## src/rtl/z80_int_ctl.sv

```systemverilog
// Prioritised IM2 interrupt controller for the Z80 bus: edge-detected requests, mask/EOI ports, vectored acknowledge.
// Optional Z80_INT_CTL_STATUS_READ_EN: I/O read at IO_BASE returns {in_service, pending}.
module z80_int_ctl #(
  parameter int          NUM_SRC  = 4,
  parameter logic [7:0]  IO_BASE  = 8'h40,
  parameter logic [7:0]  VEC_BASE = 8'hE0
) (
  input  logic               CLK,
  input  logic               nRESET,
  input  logic [NUM_SRC-1:0] irq,
  input  logic [7:0]         A,
  input  logic [7:0]         D_in,
  output logic [7:0]         D_out,
  output logic               D_oe,
  input  logic               nM1,
  input  logic               nIORQ,
  input  logic               nRD,
  input  logic               nWR,
  output logic               nINT
);

  localparam int         IW       = (NUM_SRC > 1) ? $clog2(NUM_SRC) : 1;
  localparam logic [7:0] EOI_ADDR = IO_BASE + 8'd1;

  typedef enum logic [1:0] {IDLE, REQ, ACK, SERV} state_t;

  state_t             state, state_n;
  logic [NUM_SRC-1:0] irq_d, irq_q, pending, mask, elig, rise, clr;
  logic [IW-1:0]      win_idx, win_q;
  logic               inta, iow, iow_q, iow_rise, eoi, ack_go, spur_n, spur_q;
  logic               unused_bits;

  assign unused_bits = ^{D_in, nRD};

  assign inta     = !nM1 && !nIORQ;
  assign iow      = !nIORQ && !nWR && nM1;
  assign iow_rise = iow && !iow_q;
  assign eoi      = iow_rise && (A == EOI_ADDR);

  // irq passes a history stage before the edge compare, giving the 3-edge request latency
  assign rise = irq_d & ~irq_q;
  assign elig = pending & ~mask;

  always_comb begin
    win_idx = '0;
    for (int i = NUM_SRC - 1; i >= 0; i--)
      if (elig[i]) win_idx = IW'(i);
  end

  assign ack_go = (state == REQ) && inta && (elig != '0);
  assign clr    = ack_go ? (NUM_SRC'(1) << win_idx) : '0;
  assign spur_n = inta && ((state_n == IDLE) || (state_n == SERV));

  always_ff @(posedge CLK or negedge nRESET) begin
    if (!nRESET) state <= IDLE;
    else         state <= state_n;
  end

  always_comb begin
    state_n = state;
    case (state)
      IDLE: if (!inta && elig != '0) state_n = REQ;
      REQ: begin
        if (ack_go)              state_n = ACK;
        else if (elig == '0)     state_n = IDLE;
      end
      ACK:  if (nIORQ) state_n = SERV;
      SERV: if (eoi)   state_n = IDLE;
      default: state_n = IDLE;
    endcase
  end

  always_ff @(posedge CLK or negedge nRESET) begin
    if (!nRESET) begin
      irq_d   <= '0;
      irq_q   <= '0;
      pending <= '0;
      mask    <= '1;
      win_q   <= '0;
      iow_q   <= 1'b0;
      spur_q  <= 1'b0;
    end else begin
      irq_d   <= irq;
      irq_q   <= irq_d;
      // a new edge on the bit being acknowledged must not be lost
      pending <= (pending & ~clr) | rise;
      iow_q   <= iow;
      spur_q  <= spur_n;
      if (iow_rise && A == IO_BASE) mask <= D_in[NUM_SRC-1:0];
      if (ack_go) win_q <= win_idx;
    end
  end

`ifdef Z80_INT_CTL_STATUS_READ_EN
  logic       io_rd;
  logic [7:0] status;
  assign io_rd  = !nIORQ && !nRD && nM1 && (A == IO_BASE);
  assign status = {(state == SERV), 7'(pending)};
`endif

  always_comb begin
    nINT  = (state != REQ);
    D_oe  = 1'b0;
    D_out = 8'h00;
    if (state == ACK) begin
      D_oe  = 1'b1;
      D_out = VEC_BASE | 8'({win_q, 1'b0});
    end else if (spur_q) begin
      D_oe  = 1'b1;
      D_out = 8'hFF;
    end
`ifdef Z80_INT_CTL_STATUS_READ_EN
    else if (io_rd) begin
      D_oe  = 1'b1;
      D_out = status;
    end
`endif
  end

endmodule

```

## config.mk

```make
export PLATFORM = sky130hd
export DESIGN_NAME = z80_int_ctl
export DESIGN_NICKNAME = d
export VERILOG_FILES = /design/src/rtl/z80_int_ctl.sv
export SDC_FILE = /design/constraint.sdc
export NUM_CORES = 1
export LEC_CHECK = 0
export CORE_ASPECT_RATIO = 0.8
export CORE_UTILIZATION = 45
export CTS_BUF_LIST = sky130_fd_sc_hd__clkbuf_8
export DETAILED_ROUTE_END_ITERATION = 7
export PLACE_DENSITY = 0.79
export SETUP_SLACK_MARGIN = 0.1
export SYNTH_ARGS = -nofsm -noshare
export SYNTH_HDL_FRONTEND = slang
export SYNTH_SLANG_ARGS = --single-unit
```

## constraint.sdc

```tcl
create_clock -name CLK -period 1.75 [get_ports CLK]
set_input_delay 0.35 -clock CLK [delete_from_list [all_inputs] [get_ports CLK]]
set_output_delay 0.35 -clock CLK [all_outputs]
set_load 0.01 [all_outputs]
```

Word-level counts from Yosys, hierarchy flattened:

Cells that the tools add are included.
Widths: inputs -> output; s select.

* flip-flop bits (word level): 22
* latch bits: 0
* bits in writable memories: 0
* bits in read-only memories: 0
* input port bits: 26
* output and inout bits: 10
* logic and storage cells: 58
* memories kept: 0

* add/subtract/negate cells: 0
* multiply operators: 0
* div/mod/pow operators: 0
* $lt $le $gt $ge: 0
* equality and inequality tests: 7
* shifts and indexed selects: 1
* muxes and demuxes: 15
* bitwise gates (word level): 7
* reduce and logical (&&, ||, !) cells: 20

Operators with widths (number)
* $mux 2: 9
* $eq 8x7->1 const B: 2
* $mux 8: 2
* $and 4x4->4: 3
* $not 4->4: 3
* $logic_and 1x1->1: 10
* $pmux 2 s4: 1
* $eq 2x2->1 const B: 3
* $logic_not 1->1: 5
* $logic_not 2->1: 2
* $logic_not 4->1: 1
* $mux 4: 1
* $or 4x4->4: 1
* $reduce_bool 4->1: 1
* $shl 1x2->4 const A: 1
* $eq 2x1->1 const B: 1
* $mux 1: 2
* $ne 2x1->1 const B: 1
* $logic_or 1x1->1: 1

Depth between registers and ports, before layout:

* depth after elaboration: 11
* mapped depth: 4
* mapped depth without buffers: 4

Worst setup path after synthesis:

No wires, ideal clock.

* kind: input port to flip-flop
* start point: input port A[1]
* end point: register mask[0]
* setup time: 0.082 ns
* data arrival time: 1.431 ns
* required time: 1.668 ns
* slack: 0.237 ns
* stages on the path: 3
* path buffers: 0
* cell sequence: or3_1 > nor4_4 > mux2_2

* cells in the longest elaborated chain, start to end: 2

RTL lines
* start, declared: RTL line 11 `input logic [7:0] A,`
* $eq 8x7->1: RTL line 89 `if (iow_rise && A == IO_BASE) mask <= D_in[NUM_SRC-1:0];`
* $logic_and 1x1->1: RTL line 89
* end signal, assigned: RTL line 89
* end, declared: RTL line 28 `logic [NUM_SRC-1:0] irq_d, irq_q, pending, mask, elig, rise, clr;`

No other way between the ends.
A chain may end at the register's enable or synchronous reset.

Worst setup path after layout:

* start point: register state[1]
* end point: output port D_out[2]

* cells in the longest elaborated chain, start to end: 2

RTL lines
* start, declared: RTL line 27 `state_t state, state_n;`
* start signal, assigned: RTL line 56 `else state <= state_n;`
* $eq 2x2->1: RTL line 105 `if (state == ACK) begin`
* $mux 8: RTL line 105
* end, declared: RTL line 13 `output logic [7:0] D_out,`

No other way between the ends.

==> impl_metrics.py <==
metrics = {
    "drt": {
        "drc": 0,
        "ant_nets": 0,
        "drtPass1Iterations": 4,
        "drt_iter0_drc": 5,
        "routed_wl_mm": 1.949,
        "wire_per_inst_um": 13.17,
        "viasPerCell": 4.973,
        "vias": 736,
    },
    "place": {
        "routabilityCongestion": 0.7717,
        "dpl.hpwl_mm": 1.391,
        "io_buffers": 30,
    },
    "grt": {
        "overflow": 0,
        "track_usage_pct": 19.19,
        "grt_first_pass_wirelength_mm": 3.049,
        "grt_max_degree": 23,
        "antenna_found_initial": 0,
        "first_global_vias": 728,
    },
    "cts": {
        "cts_tree": "built",
        "cts.sinks": 22,
        "insertion_delay_ps": 260,
        "numCtsBuffers": 3,
        "cts_hold_buffers": 0,
        "cts_buffer_depth": 2,
        "clk_pin_slew_ps": 70,
        "root_buffer": "clkbuf_8",
        "htree_levels": 1,
    },
    "final_layout": {
        "antenna_cells": 0,
        "layout.nets": 151,
        "areaGrowthSynthToFinish_pct": 48.48,
        "final_cell_mix": "dfrtp_1 (18), clkdlybuf4s50_1 (14), o21ai_0 (11)",
        "drive_gt1_share_pct": 27.42,
        "final_common_cell": "dfrtp_1",
    },
    "yosys": {
        "syn_nets": 111,
        "synth_area_um2": 949.7,
        "synth_cell_types": 24,
        "syn_avg_cell_area_um2": 11.17,
        "syn_inst": 85,
        "ys_warn_count": 0,
        "synth_ff_type": "dfrtp_1",
        "async_reset_ff_share_pct": 100.0,
        "seq_area_frac_synth_pct": 58.50,
        "synth_edf_count": 0,
        "synth_seq_cells": 22,
    },
    "power": {
        "finalPower_mw": 1.027,
        "ir_drop_mv": 0.6542,
        "power_density_nw_per_um2": 728.6,
        "power_leakage_nw": 0.6757,
    },
    "flow_run": {
        "drv_cap": 0,
    },
    "sta": {
        "maxSlewViolCount": 0,
        "finClkSkew_ps": 4.995,
        "post-route-min-period_ps": 1608,
        "max_slew_margin_pct": 80.56,
        "hold_viol_final": 0,
        "timing.final.crit_share_pct": 91.88,
        "worstMarginPinSlew_ps": 289.3,
        "rsz0062_at_grt": "yes",
        "setup_tns_ps": 0,
        "fmax_ghz": 0.6219,
        "final-setup-viol-count": 0,
    },
    "worst_setup_path": {
        "slowest_stage": "dfrtp_1",
        "cp.required_ps": 1400,
        "critPathArrivalTime_ps": 1260,
        "end_kind": "output pin",
        "max_stage_delay_ps": 380,
        "worstPathCellList": "buf_4 -> nand2b_4 -> nand2_1 -> o21ai_0 -> clkdlybuf4s15_1",
        "crit_type": "reg -> out",
        "start_kind": "flop",
        "crit_fanout": 5,
    },
    "floorplan": {
        "dieArea_um2": 2299,
        "start_util_pct": 49.29,
        "num_io_pins": 36,
        "fp.dieW_um": 53.36,
        "core_um2": 1927,
        "num_rows": 14,
        "die_height_um": 43.09,
    },
    "outcome": {
        "status": "completed",
    },
    "hold_path": {
        "hold_class": "reg -> reg",
    },
}
[path summary, 6_finish.rpt]
check,startpoint,endpoint,slack (ps),cells after the start
worst max-delay path,state[1],D_out[2],140,5
worst min-delay path,irq_d[1],irq_q[1],380,0
worst max register to register,state[1],pending[3],240,5
worst min register to register,irq_d[1],irq_q[1],380,0
max in group asynchronous,nRESET,mask[1],1030,2
min in group asynchronous,nRESET,iow_q,440,2
[kinds of logic (layout without fill, tap and decap cells)]
logic type      Yosys count  after routing  share of synthesized area (%)
compound gates           17             17                          10.01
buf+inv                  14             53                          7.510
simple gates             27             27                          18.18
flops                    22             22                          58.50
mux                       5              5                          5.797
[routing by layer]
metal  GRT usage [%]  vias to the layer above  part of all wire, %
met5               0                        -                    0
met4           4.737                        0                    0
met3           5.735                        0                  7.5
met2           34.50                       27                   52
met1           21.70                      349                   40
li1                -                      360                    -
[worst max-delay path, delay by kind of cell (launching register included)]
| family | cells | cell delay [ps] |
|---|---|---|
| buffers and inverters | 2 | 400 |
| and+or+nand+nor | 2 | 150 |
| DFF | 1 | 380 |
| AOI/OAI and AO/OA | 1 | 70 |
[sequential cells by signal, indices dropped and copies added, names as in the netlist]
| signal | flops |
|---|---|
| win_q | 2 |
| spur_q | 1 |
| irq_d | 4 |
| mask | 4 |
| iow_q | 1 |
| irq_q | 4 |
| state | 2 |
| pending | 4 |
[Yosys cell counts (2+ instances only)]
cell type | n | share of area [%]
a21oi_1 | 2 | 1.1
buf_4 | 5 | 4.0
dfrtp_1 | 18 | 47
dfstp_2 | 4 | 11
inv_1 | 9 | 3.6
mux2_2 | 4 | 4.7
nand2_1 | 10 | 4.0
nand2b_1 | 7 | 4.6
o21ai_0 | 11 | 5.8
[power breakdown]
group          switching, mW  internal, mW  leakage [nW]
logic                 0.0599        0.0761         0.410
registers            0.00945         0.531         0.237
clock network          0.151         0.200        0.0288
[per-stage QoR]
step                util [%]  hold WS (ps)  area, um2  std cells  setup slack (ps)
detailed placement     67.60         363.0       1303        142            -268.2
global placement       67.60         358.8       1303        142            -250.6
floorplan                  -         54.41      949.7         85             237.1
global route           73.18         382.1       1410        148             31.93
CTS                    72.14         380.0       1390        148             106.7
finish                 73.18         377.4       1410        148             142.1
[layout make-up]
| class | instances | area [um2] |
|---|---|---|
| Sequential cell | 22 | 555.5 |
| Fill cell | 135 | 516.7 |
| Multi-Input combinational cell | 49 | 379.1 |
| Timing Repair Buffer | 40 | 356.6 |
| Clock buffer | 4 | 55.05 |
| Inverter | 9 | 33.78 |
| Tap cell | 24 | 30.03 |
[repair_timing]
action	in CTS	in global routing
setup buffers	2	0
pin swaps	3	3
setup endpoints to repair	17	10
gates resized for setup	20	17
(Power assumes the default switching activity.)
